**src/rtl/sensor_cond.sv**
```systemverilog
// sensor_cond: front end of the assist loop. Filters motor current and crank
// torque, measures cadence from the crank pulse train, forms a target current
// from torque, incline and assist level, and registers error = target - current.
// Optional feature macro: SENSOR_COND_LOW_BATT_EN (battery filter with a
// low-battery cut of the target). Without it, batt is ignored.
module sensor_cond #(
  parameter bit FAST_SIM = 1'b1
) (
  input  logic        clk,
  input  logic        rst_n,
  input  logic        sample_vld,
  input  logic [11:0] curr,
  input  logic [11:0] torque,
  input  logic [11:0] batt,
  input  logic [12:0] incline,
  input  logic [2:0]  scale,
  input  logic        cadence_raw,
  output logic [12:0] error,
  output logic        not_pedaling,
  output logic [11:0] avg_curr,
  output logic [11:0] avg_torque
);

  localparam int WIN_W = FAST_SIM ? 12 : 22;

  // Cadence measurement state
  logic [WIN_W-1:0] win_q;
  logic [2:0]       cad_sync_q;
  logic [7:0]       pulse_cnt_q, pulse_cnt_d;
  logic [7:0]       cadence_q, cadence_d;
  logic             cad_edge;
  logic             win_wrap;

  // Filter accumulators
  logic [13:0] acc_curr_q, acc_curr_d;
  logic [16:0] acc_torq_q, acc_torq_d;

  // Pipeline stage 1
  logic [11:0] torque_off;
  logic [9:0]  inc_sat;
  logic [10:0] inc_off;
  logic [8:0]  factor;
  logic [20:0] prod1;
  logic [11:0] t1_d, t1_q;
  logic [11:0] curr_p_q;
  logic [2:0]  scale_q;
  logic        np_p_q;

  // Pipeline stage 2
  logic [14:0] prod2;
  logic [11:0] target;
  logic [12:0] error_d, error_q;

  // Sample 3 flops deep: two for metastability, the third for edge detect.
  assign cad_edge = cad_sync_q[1] & ~cad_sync_q[2];
  assign win_wrap = &win_q;

  // Crank pulse synchronizer and the free-running measurement window.
  always_ff @(posedge clk or negedge rst_n) begin
    if (!rst_n) begin
      win_q      <= '0;
      cad_sync_q <= '0;
    end else begin
      win_q      <= win_q + WIN_W'(1);
      cad_sync_q <= {cad_sync_q[1:0], cadence_raw};
    end
  end

  // Saturating pulse count per window; an edge on the wrap cycle opens the next window.
  always_comb begin
    pulse_cnt_d = pulse_cnt_q;
    cadence_d   = cadence_q;
    if (win_wrap) begin
      cadence_d   = pulse_cnt_q;
      pulse_cnt_d = {7'd0, cad_edge};
    end else if (cad_edge && (pulse_cnt_q != 8'hFF)) begin
      pulse_cnt_d = pulse_cnt_q + 8'd1;
    end
  end

  // Cadence registers; the pedaling flag is a decode of the latched window count.
  always_ff @(posedge clk or negedge rst_n) begin
    if (!rst_n) begin
      pulse_cnt_q <= '0;
      cadence_q   <= '0;
    end else begin
      pulse_cnt_q <= pulse_cnt_d;
      cadence_q   <= cadence_d;
    end
  end

  assign not_pedaling = (cadence_q < 8'd2);

  // First-order low-pass filters, updated only on sample strobes.
  always_comb begin
    acc_curr_d = acc_curr_q;
    acc_torq_d = acc_torq_q;
    if (sample_vld) begin
      acc_curr_d = acc_curr_q - {2'b00, acc_curr_q[13:2]} + {2'b00, curr};
      acc_torq_d = acc_torq_q - {5'd0, acc_torq_q[16:5]} + {5'd0, torque};
    end
  end

  // Filter accumulator registers.
  always_ff @(posedge clk or negedge rst_n) begin
    if (!rst_n) begin
      acc_curr_q <= '0;
      acc_torq_q <= '0;
    end else begin
      acc_curr_q <= acc_curr_d;
      acc_torq_q <= acc_torq_d;
    end
  end

  assign avg_curr   = acc_curr_q[13:2];
  assign avg_torque = acc_torq_q[16:5];

`ifdef SENSOR_COND_LOW_BATT_EN
  logic [13:0] acc_batt_q, acc_batt_d;
  logic        batt_low_q;

  // Battery filter, same 1/4 weight as the current filter.
  always_comb begin
    acc_batt_d = acc_batt_q;
    if (sample_vld) begin
      acc_batt_d = acc_batt_q - {2'b00, acc_batt_q[13:2]} + {2'b00, batt};
    end
  end

  // Battery accumulator and low-battery flag aligned with pipeline stage 1.
  always_ff @(posedge clk or negedge rst_n) begin
    if (!rst_n) begin
      acc_batt_q <= '0;
      batt_low_q <= 1'b0;
    end else begin
      acc_batt_q <= acc_batt_d;
      batt_low_q <= (acc_batt_q[13:2] < 12'hA98);
    end
  end
`else
  logic unused_batt;
  assign unused_batt = ^batt;
`endif

  // Stage 1: torque offset times incline factor (incline clipped to 0..511 after +256).
  always_comb begin
    torque_off = (avg_torque >= 12'h380) ? (avg_torque - 12'h380) : 12'h000;
    if (!incline[12] && (incline[11:9] != 3'b000)) begin
      inc_sat = 10'h1FF;
    end else if (incline[12] && (incline[11:9] != 3'b111)) begin
      inc_sat = 10'h200;
    end else begin
      inc_sat = incline[9:0];
    end
    inc_off = {inc_sat[9], inc_sat} + 11'd256;
    if (inc_off[10]) begin
      factor = 9'd0;
    end else if (inc_off[9]) begin
      factor = 9'h1FF;
    end else begin
      factor = inc_off[8:0];
    end
    prod1 = {9'd0, torque_off} * {12'd0, factor};
    t1_d  = 12'(prod1 >> 9);
  end

  // Stage 1 registers; current, scale and pedaling flag travel alongside t1.
  always_ff @(posedge clk or negedge rst_n) begin
    if (!rst_n) begin
      t1_q     <= '0;
      curr_p_q <= '0;
      scale_q  <= '0;
      np_p_q   <= 1'b1;
    end else begin
      t1_q     <= t1_d;
      curr_p_q <= avg_curr;
      scale_q  <= scale;
      np_p_q   <= not_pedaling;
    end
  end

  // Stage 2: apply assist level, saturate, gate, and subtract filtered current.
  always_comb begin
    prod2  = {3'd0, t1_q} * {12'd0, scale_q};
    target = prod2[14] ? 12'hFFF : 12'(prod2 >> 2);
    if (np_p_q) begin
      target = 12'h000;
    end
`ifdef SENSOR_COND_LOW_BATT_EN
    if (batt_low_q) begin
      target = 12'h000;
    end
`endif
    error_d = {1'b0, target} - {1'b0, curr_p_q};
  end

  // Error output register.
  always_ff @(posedge clk or negedge rst_n) begin
    if (!rst_n) begin
      error_q <= '0;
    end else begin
      error_q <= error_d;
    end
  end

  assign error = error_q;

endmodule

```
**config.mk**
```make
export PLATFORM = sky130hd
export DESIGN_NAME = sensor_cond
export DESIGN_NICKNAME = d
export VERILOG_FILES = /design/src/rtl/sensor_cond.sv
export SDC_FILE = /design/constraint.sdc
export NUM_CORES = 1
export LEC_CHECK = 0
export CAP_MARGIN = 20
export CORE_ASPECT_RATIO = 0.5
export CORE_MARGIN = 4
export CORE_UTILIZATION = 44
export DETAILED_ROUTE_END_ITERATION = 6
export GPL_TIMING_DRIVEN = 0
export SYNTH_ARGS = -nofsm -noshare
export SYNTH_HDL_FRONTEND = slang
export SYNTH_SLANG_ARGS = --single-unit
export TNS_END_PERCENT = 1
```
**constraint.sdc**
```tcl
create_clock -name clk -period 7.7 [get_ports clk]
set_input_delay 1.54 -clock clk [delete_from_list [all_inputs] [get_ports clk]]
set_output_delay 1.54 -clock clk [all_outputs]
set_load 0.05 [all_outputs]
```
==> summary.md, run 1 <==
| Metric | Value |
|---|---|
| Drt first-iter violations | 384 |
| CTS Buf Count | 9 |
| Initial Util | 45.4% |
| Synth cell count leaders | 238 x inv_1, 120 x nand2_1, 111 x nor2_1 |
| Total GRT Usage | 18.5% |
| Routed met3 length | 836 um |
| Drt pass-1 iters | 6 |
| Sequential share of the synthesized area | 24.3% |
| Max Cap Viol | 0 |
| Die Ht | 117 um |
| Pin count of the biggest net entering global routing | 53 |
| Fraction of synthesized cell area taken by the top area cell type | 24.0% |
| Antenna Violating Nets Remaining | 0 |
| Final cell count without fillers | 1600 |
| Slowest cell on crit path | clkdlybuf4s50_1 |
| Clk_skew | 0.00858 ns |
| Area leader, netlist | dfrtp_1 |
| Row cnt | 39 |
| Floorplan Core Area | 23200 um2 |
| Max Root-Sink Buffers | 2 |
| Initial antenna violation count | 0 |
| Max transition margin | 45.5% |
| Mean routed wirelength per cell | 14.7 um |
| Synth Flop Type | dfrtp_1 |
| Worst path arrival time | 7.68 ns |
| Final non-filler cell area | 12200 um2 |
| GP Congestion | 0.891 |
| Clk sinks | 102 |
| Crit Path Max Fanout | 10 |
| Clock slew at reported path FFs | 0.07 ns |
| Die area | 26600 um2 |
| Hold Vio Cnt, Final | 0 |
| CTS tree | built |
| DPL Wire Length | 19.3 mm |
| Port Buffer Count | 80 |
| Fillers | 2181 |
| Area contributors post-synth | dfrtp_1 24%, fa_1 20%, ha_1 12%, inv_1 8.5%, nand2_1 4.3% |
| Global-route wire length before repair | 40.3 mm |
| DR WL met2 | 11.0 mm |
| Fmax | 135 MHz |
| Cell Area, Placed | 11700 um2 |
| Post-route clock period utilization | 96.5% |
| Vias per cell | 5.02 |
| Largest stage delay, worst path | 0.59 ns |
| Placed cells | 1586 |
| Layout Nets | 1550 |
| Grt total ovfl | 0 |
| Max Slew Vio Count | 0 |
| Ys async rst share | 100% |
| Status | complete, no violations |
| Die X | 227 um |
| Syn avg cell area | 8.79 um2 |
| Vias in the first global route | 8327 |
| Final setup violation count | 0 |
| Top delay family on crit path | adder cells |
| Htree depth | 3 |
| Post-Route WL | 23.4 mm |
| Syn_nets | 1460 |
| Clock root cell | clkbuf_16 |
| Crit path required time | 7.95 ns |
| DRC viols | 0 |
| I/O Pins | 94 |
| Cell Area, Synth | 10500 um2 |
| Cells after Synth | 1198 |
| Yosys warnings | 0 |
| Most common cell in the netlist | inv_1 |
| CP Class | in -> reg |
| Layout cells sized above 1 | 6.65% |
| Antenna Diode Count | 0 |
| Post-synth EDFFs | 0 |
| Post-route minimum period | 7.43 ns |
| Distinct cells, synth | 62 |
| CP Launch Type | input pin |
| Vias | 8036 |
| Slew @ Worst Pin | 0.818 ns |
| WP buf/inv | 8 |
| HP Class | reg -> reg |
| Area Growth Syn to Fin | 15.5% |
| Uppermost routed layer | met4 |
| Synth Register Bits | 102 |
| CP endpoint kind | flop |
| WL met1 | 11.3 mm |
| Latest clock arrival within the worst-skew pair | 0.35 ns |
-- layer usage --
layer  vias to the layer above  GRT usage, %
li1                       3962             -
met1                      3892          25.4
met2                       151          30.6
met3                        31          3.37
met4                         0          4.03
met5                         -             0
-- worst paths after layout --
check	cells past startpoint	slack (ns)	to	startpoint
worst max-delay path	25	0.27	t1_q[10]$_DFF_PN0_	incline[9]
worst min-delay path	0	0.35	cad_sync_q[1]$_DFF_PN0_	cad_sync_q[0]$_DFF_PN0_
worst max register to register	22	1.33	t1_q[10]$_DFF_PN0_	acc_torq_q[15]$_DFFE_PN0P_
worst min register to register	0	0.35	cad_sync_q[1]$_DFF_PN0_	cad_sync_q[0]$_DFF_PN0_
max in group asynchronous	2	5.72	np_p_q$_DFF_PN1_	rst_n
min in group asynchronous	1	1.23	acc_torq_q[8]$_DFFE_PN0P_	rst_n
-- per-stage QoR --
stage | setup slack [ns] | utilization, % | setup TNS [ns] | hold WS [ns]
floorplan | 0.433 | - | 0 | 0.331
global placement | -0.912 | 50.5 | -7.55 | 0.339
detailed placement | -0.988 | 50.6 | -8.56 | 0.338
CTS | 0.0198 | 52.2 | 0 | 0.354
global route | -0.0161 | 52.4 | -0.0161 | 0.383
finish | 0.269 | 52.4 | 0 | 0.351
-- cells in the final DEF (no fill, tap or decap), drive strengths merged, types with 3 or more instances in the layout --
master / instances
a211oi: 5
a21bo: 3
a21boi: 6
a21o: 22
a21oi: 58
a31oi: 6
and2: 6
and3: 4
buf: 32
clkbuf: 28
clkdlybuf4s50: 76
dfrtp: 101
dlygate4sd2: 3
fa: 106
ha: 100
inv: 240
mux2: 7
mux2i: 7
nand2: 120
nand2b: 7
nand3: 32
nand4: 5
nor2: 112
nor2b: 11
nor3: 18
nor4: 3
o211ai: 3
o21a: 11
o21ai: 45
o21bai: 3
o311ai: 4
o31ai: 3
o41ai: 3
or2: 8
or3: 8
or4: 6
xnor2: 34
xor2: 27
-- state kept, by name, summed over array words and instances, names as in the netlist, 7 cells and up --
name	cells
acc_torq_q	17
acc_curr_q	14
error	13
curr_p_q	12
t1_q	12
win_q	12
pulse_cnt_q	8
cadence_q	7
-- cell type report --
cell class	count	area (um2)	area share, %
well taps	307	384	3.16
clock buffers	11	243	2.00
plain buffers	46	278	2.28
multi-input cells	809	6910	56.8
repair buffers	82	830	6.82
clock inverters	5	65.1	0.535
inverters	238	893	7.35
flip-flops and latches	102	2550	21.0
-- what timing repair did --
| item | CTS | global route |
|---|---|---|
| pin swaps | 1 | 4 |
| gates resized for setup | 20 | 10 |
| hold endpoints to repair | 0 | 0 |
| buffers inserted | 0 | 1 |
| hold buffers | 0 | 0 |
| setup endpoints to repair | 12 | 7 |
-- logic make-up (layout without fill, tap and decap cells) --
group / after synthesis / after routing / synth area share, %
AND/OR/NAND/NOR: 345 / 345 / 14.8
buffers and inverters: 287 / 382 / 11.1
adder cells (fa/ha/maj): 206 / 206 / 32.0
AO/OA/AOI/OAI: 183 / 183 / 11.4
flip-flops: 102 / 102 / 24.3
XOR/XNOR: 61 / 61 / 5.07
multiplexers: 14 / 14 / 1.41
Power of run 1 is not shown: default switching activity piles up to over one toggle a cycle in this logic, so the estimate is an artifact.
==> inputs of run 2 (changes only) <==
--- a/config.mk
+++ b/config.mk
@@ -8,7 +8,7 @@
 export CAP_MARGIN = 20
 export CORE_ASPECT_RATIO = 0.5
 export CORE_MARGIN = 4
-export CORE_UTILIZATION = 44
+export CORE_UTILIZATION = 30
 export DETAILED_ROUTE_END_ITERATION = 6
 export GPL_TIMING_DRIVEN = 0
 export SYNTH_ARGS = -nofsm -noshare
==> run 2 against run 1 <==
Net effect:
- die area grew 44%
- global-route usage is 6.0 points lower
- count of clock-buffer cells in the layout is 1 lower
- cell area rose by 2.1%
- sequential share of layout area shrank 0.43 points
- non-clock buffer count rose by 6
- cell count rose by 11%
- critical path type unchanged
==> summary.md, run 2 (synthesized netlist as in run 1, its figures left out) <==
| Metric | Value |
|---|---|
| Status | complete, no violations (unchanged) |
| Critical-path cell list | clkdlybuf4s50_1 -> nor3_2 -> nor2_1 -> a21o_1 -> ha_4 -> nor2_4 -> a21o_1 -> clkbuf_1 -> nor2_1 -> fa_1 -> fa_1 -> fa_1 -> inv_1 -> fa_1 -> inv_1 -> ha_1 -> a21o_1 -> a21oi_1 -> nand2_1 -> a41oi_2 -> o21a_2 -> nor3_4 -> or4_1 -> o311ai_2 |
| R2R Path Start | acc_torq_q[14]$_DFFE_PN0P_ (was acc_torq_q[15]$_DFFE_PN0P_) |
| Hold slack | 0.351 ns (about the same) |
| Die Ht | 140 um (was 117 um) |
| Drt first-iter violations | 352 (was 384) |
| Max transition margin | 45.3% (was 45.5%) |
| R2r endpoint | t1_q[10]$_DFF_PN0_ (unchanged) |
| CTS Buf Count | 9 (unchanged) |
| Grt total ovfl | 0 (unchanged) |
| Crit Path Max Fanout | 10 (unchanged) |
| I/O Pins | 94 (unchanged) |
| Reg2reg path depth | 22 (unchanged) |
| Floorplan Core Area | 34500 um2 (was 23200 um2) |
| Hold Startpoint | cad_sync_q[0]$_DFF_PN0_ (unchanged) |
| Largest stage delay, worst path | 0.55 ns (was 0.59 ns) |
| Hold Vio Cnt, Final | 0 (unchanged) |
| R2R Setup Slk | 1.35 ns (was 1.33 ns) |
| Place WS | -1.09 ns (was -0.988 ns) |
| Top delay family on crit path | adder cells (unchanged) |
| Pin count of the biggest net entering global routing | 56 (was 53) |
| Clk sinks | 102 (unchanged) |
| Fillers | 3547 (was 2181) |
| Max Cap Viol | 0 (unchanged) |
| Max Slew Vio Count | 0 (unchanged) |
| Vias per cell | 4.44 (was 5.02) |
| Initial Util | 30.5% (was 45.4%) |
| Max reg flops | 17 (unchanged) |
| Worst hold endpoint | cad_sync_q[1]$_DFF_PN0_ (unchanged) |
| Vias in the first global route | 7731 (was 8327) |
| Fmax | 135 MHz (about the same) |
| Area Growth Syn to Fin | 17.9% (was 15.5%) |
| DRC viols | 0 (unchanged) |
| Commonest cells after routing, fill and taps aside | 238 x inv_1, 120 x nand2_1, 108 x nor2_1 (unchanged) |
| Port Buffer Count | 80 (unchanged) |
| GP Congestion | 0.825 (was 0.891) |
| Most common cell after layout, fill and taps aside | inv_1 (unchanged) |
| Post-route clock period utilization | 95.9% (was 96.5%) |
| Worst path arrival time | 7.64 ns (was 7.68 ns) |
| Drt pass-1 iters | 4 (was 6) |
| Htree depth | 3 (unchanged) |
| Antenna Violating Nets Remaining | 0 (unchanged) |
| Biggest register | acc_torq_q (unchanged) |
| Total GRT Usage | 12.5% (was 18.5%) |
| Mean routed wirelength per cell | 13.1 um (was 14.7 um) |
| DPL Wire Length | 19.0 mm (was 19.3 mm) |
| Slew @ Worst Pin | 0.821 ns (was 0.818 ns) |
| Finished Core Util | 35.9% (was 52.4%) |
| Latest clock arrival within the worst-skew pair | 0.36 ns (was 0.35 ns) |
| CP Class | in -> reg (unchanged) |
| Clk_skew | 0.00648 ns (was 0.00858 ns) |
| Crit path required time | 7.96 ns (was 7.95 ns) |
| CP Launch Type | input pin (unchanged) |
| HP Class | reg -> reg (unchanged) |
| Final setup violation count | 0 (unchanged) |
| Cell repeated most along the worst path | fa_1 |
| Initial antenna violation count | 0 (unchanged) |
| Clock slew at reported path FFs | 0.08 ns (was 0.07 ns) |
| Layout Nets | 1556 (was 1550) |
| Layout cells sized above 1 | 7.16% (was 6.65%) |
| Post-route minimum period | 7.38 ns (was 7.43 ns) |
| WP buf/inv | 4 (was 8) |
| Slowest cell on crit path | fa_1 (was clkdlybuf4s50_1) |
| RSZ-0062 raised after global routing | no |
| Post-Route WL | 23.2 mm (was 23.4 mm) |
| CTS tree | built (unchanged) |
| Max Root-Sink Buffers | 2 (unchanged) |
| Row cnt | 48 (was 39) |
| Die area | 38300 um2 (was 26600 um2) |
| Antenna Diode Count | 0 (unchanged) |
| Vias | 7883 (was 8036) |
| CP endpoint kind | flop (unchanged) |
| Setup ws final | 0.320 ns (was 0.269 ns) |
| Die X | 273 um (was 227 um) |
| Global-route wire length before repair | 39.0 mm (was 40.3 mm) |
| Hold path depth | 0 (unchanged) |
| Clock root cell | clkbuf_16 (unchanged) |
[run 2: changes by cell type in the layout (fill, tap and decap cells not counted), sizes merged]
cell / before / now
clkdlybuf4s50: 76 / 75
clkinv: 2 / 1
bufinv: 1 / 0
buf: 32 / 37
dlygate4sd2: 3 / 4
clkinvlp: 0 / 2
inv: 240 / 241
[run 2: timing repair]
item | in CTS | in global routing
resized for setup | 23 | 7
endpoints found under the setup margin | 12 | 7
hold buffers | 0 | 0
buffers inserted | 1 | 6
pin swaps | 3 | 10
[run 2: worst max path at each step]
stage	startpoint	slack, ns	end	depth (start not counted)
after floorplan	incline[8]	0.43	t1_q[10]$_DFF_PN0_	23
after global placement	incline[11]	-1.04	t1_q[10]$_DFF_PN0_	25
after detailed placement	incline[11]	-1.09	t1_q[10]$_DFF_PN0_	24
after CTS	incline[8]	0.005	t1_q[10]$_DFF_PN0_	24
after global routing	incline[8]	0.004	t1_q[10]$_DFF_PN0_	27
final	incline[8]	0.32	t1_q[10]$_DFF_PN0_	24
[run 2: cell type report]
| type | count | area [um2] | share of cell area (%) |
|---|---|---|---|
| Clock buffer | 10 | 239 | 1.93 |
| Timing Repair Buffer | 88 | 873 | 7.04 |
| Buffer | 46 | 284 | 2.29 |
| Sequential cell | 102 | 2550 | 20.6 |
| Multi-Input combinational cell | 809 | 6910 | 55.7 |
| Clock inverter | 6 | 62.6 | 0.504 |
| Inverter | 238 | 893 | 7.20 |
| Tap cell | 475 | 594 | 4.79 |
[run 2: metal layers]
layer / vias up / GRT usage [%] / routed length (um)
met5: - / 0 / 0
met4: 0 / 2.96 / 356
met1: 3780 / 17.4 / 11100
li1: 3994 / - / -
met2: 88 / 20.7 / 11200
met3: 21 / 1.76 / 495
[run 2: through the flow]
step / std cells / TNS, ns / instance area [um2]
floorplan: 1198 / 0 / 10500
global placement: 1753 / -9.28 / 11900
detailed placement: 1754 / -9.88 / 11900
CTS: 1768 / 0 / 12300
global route: 1774 / 0 / 12400
finish: 1774 / 0 / 12400
Power of run 2 is left out for the same reason.
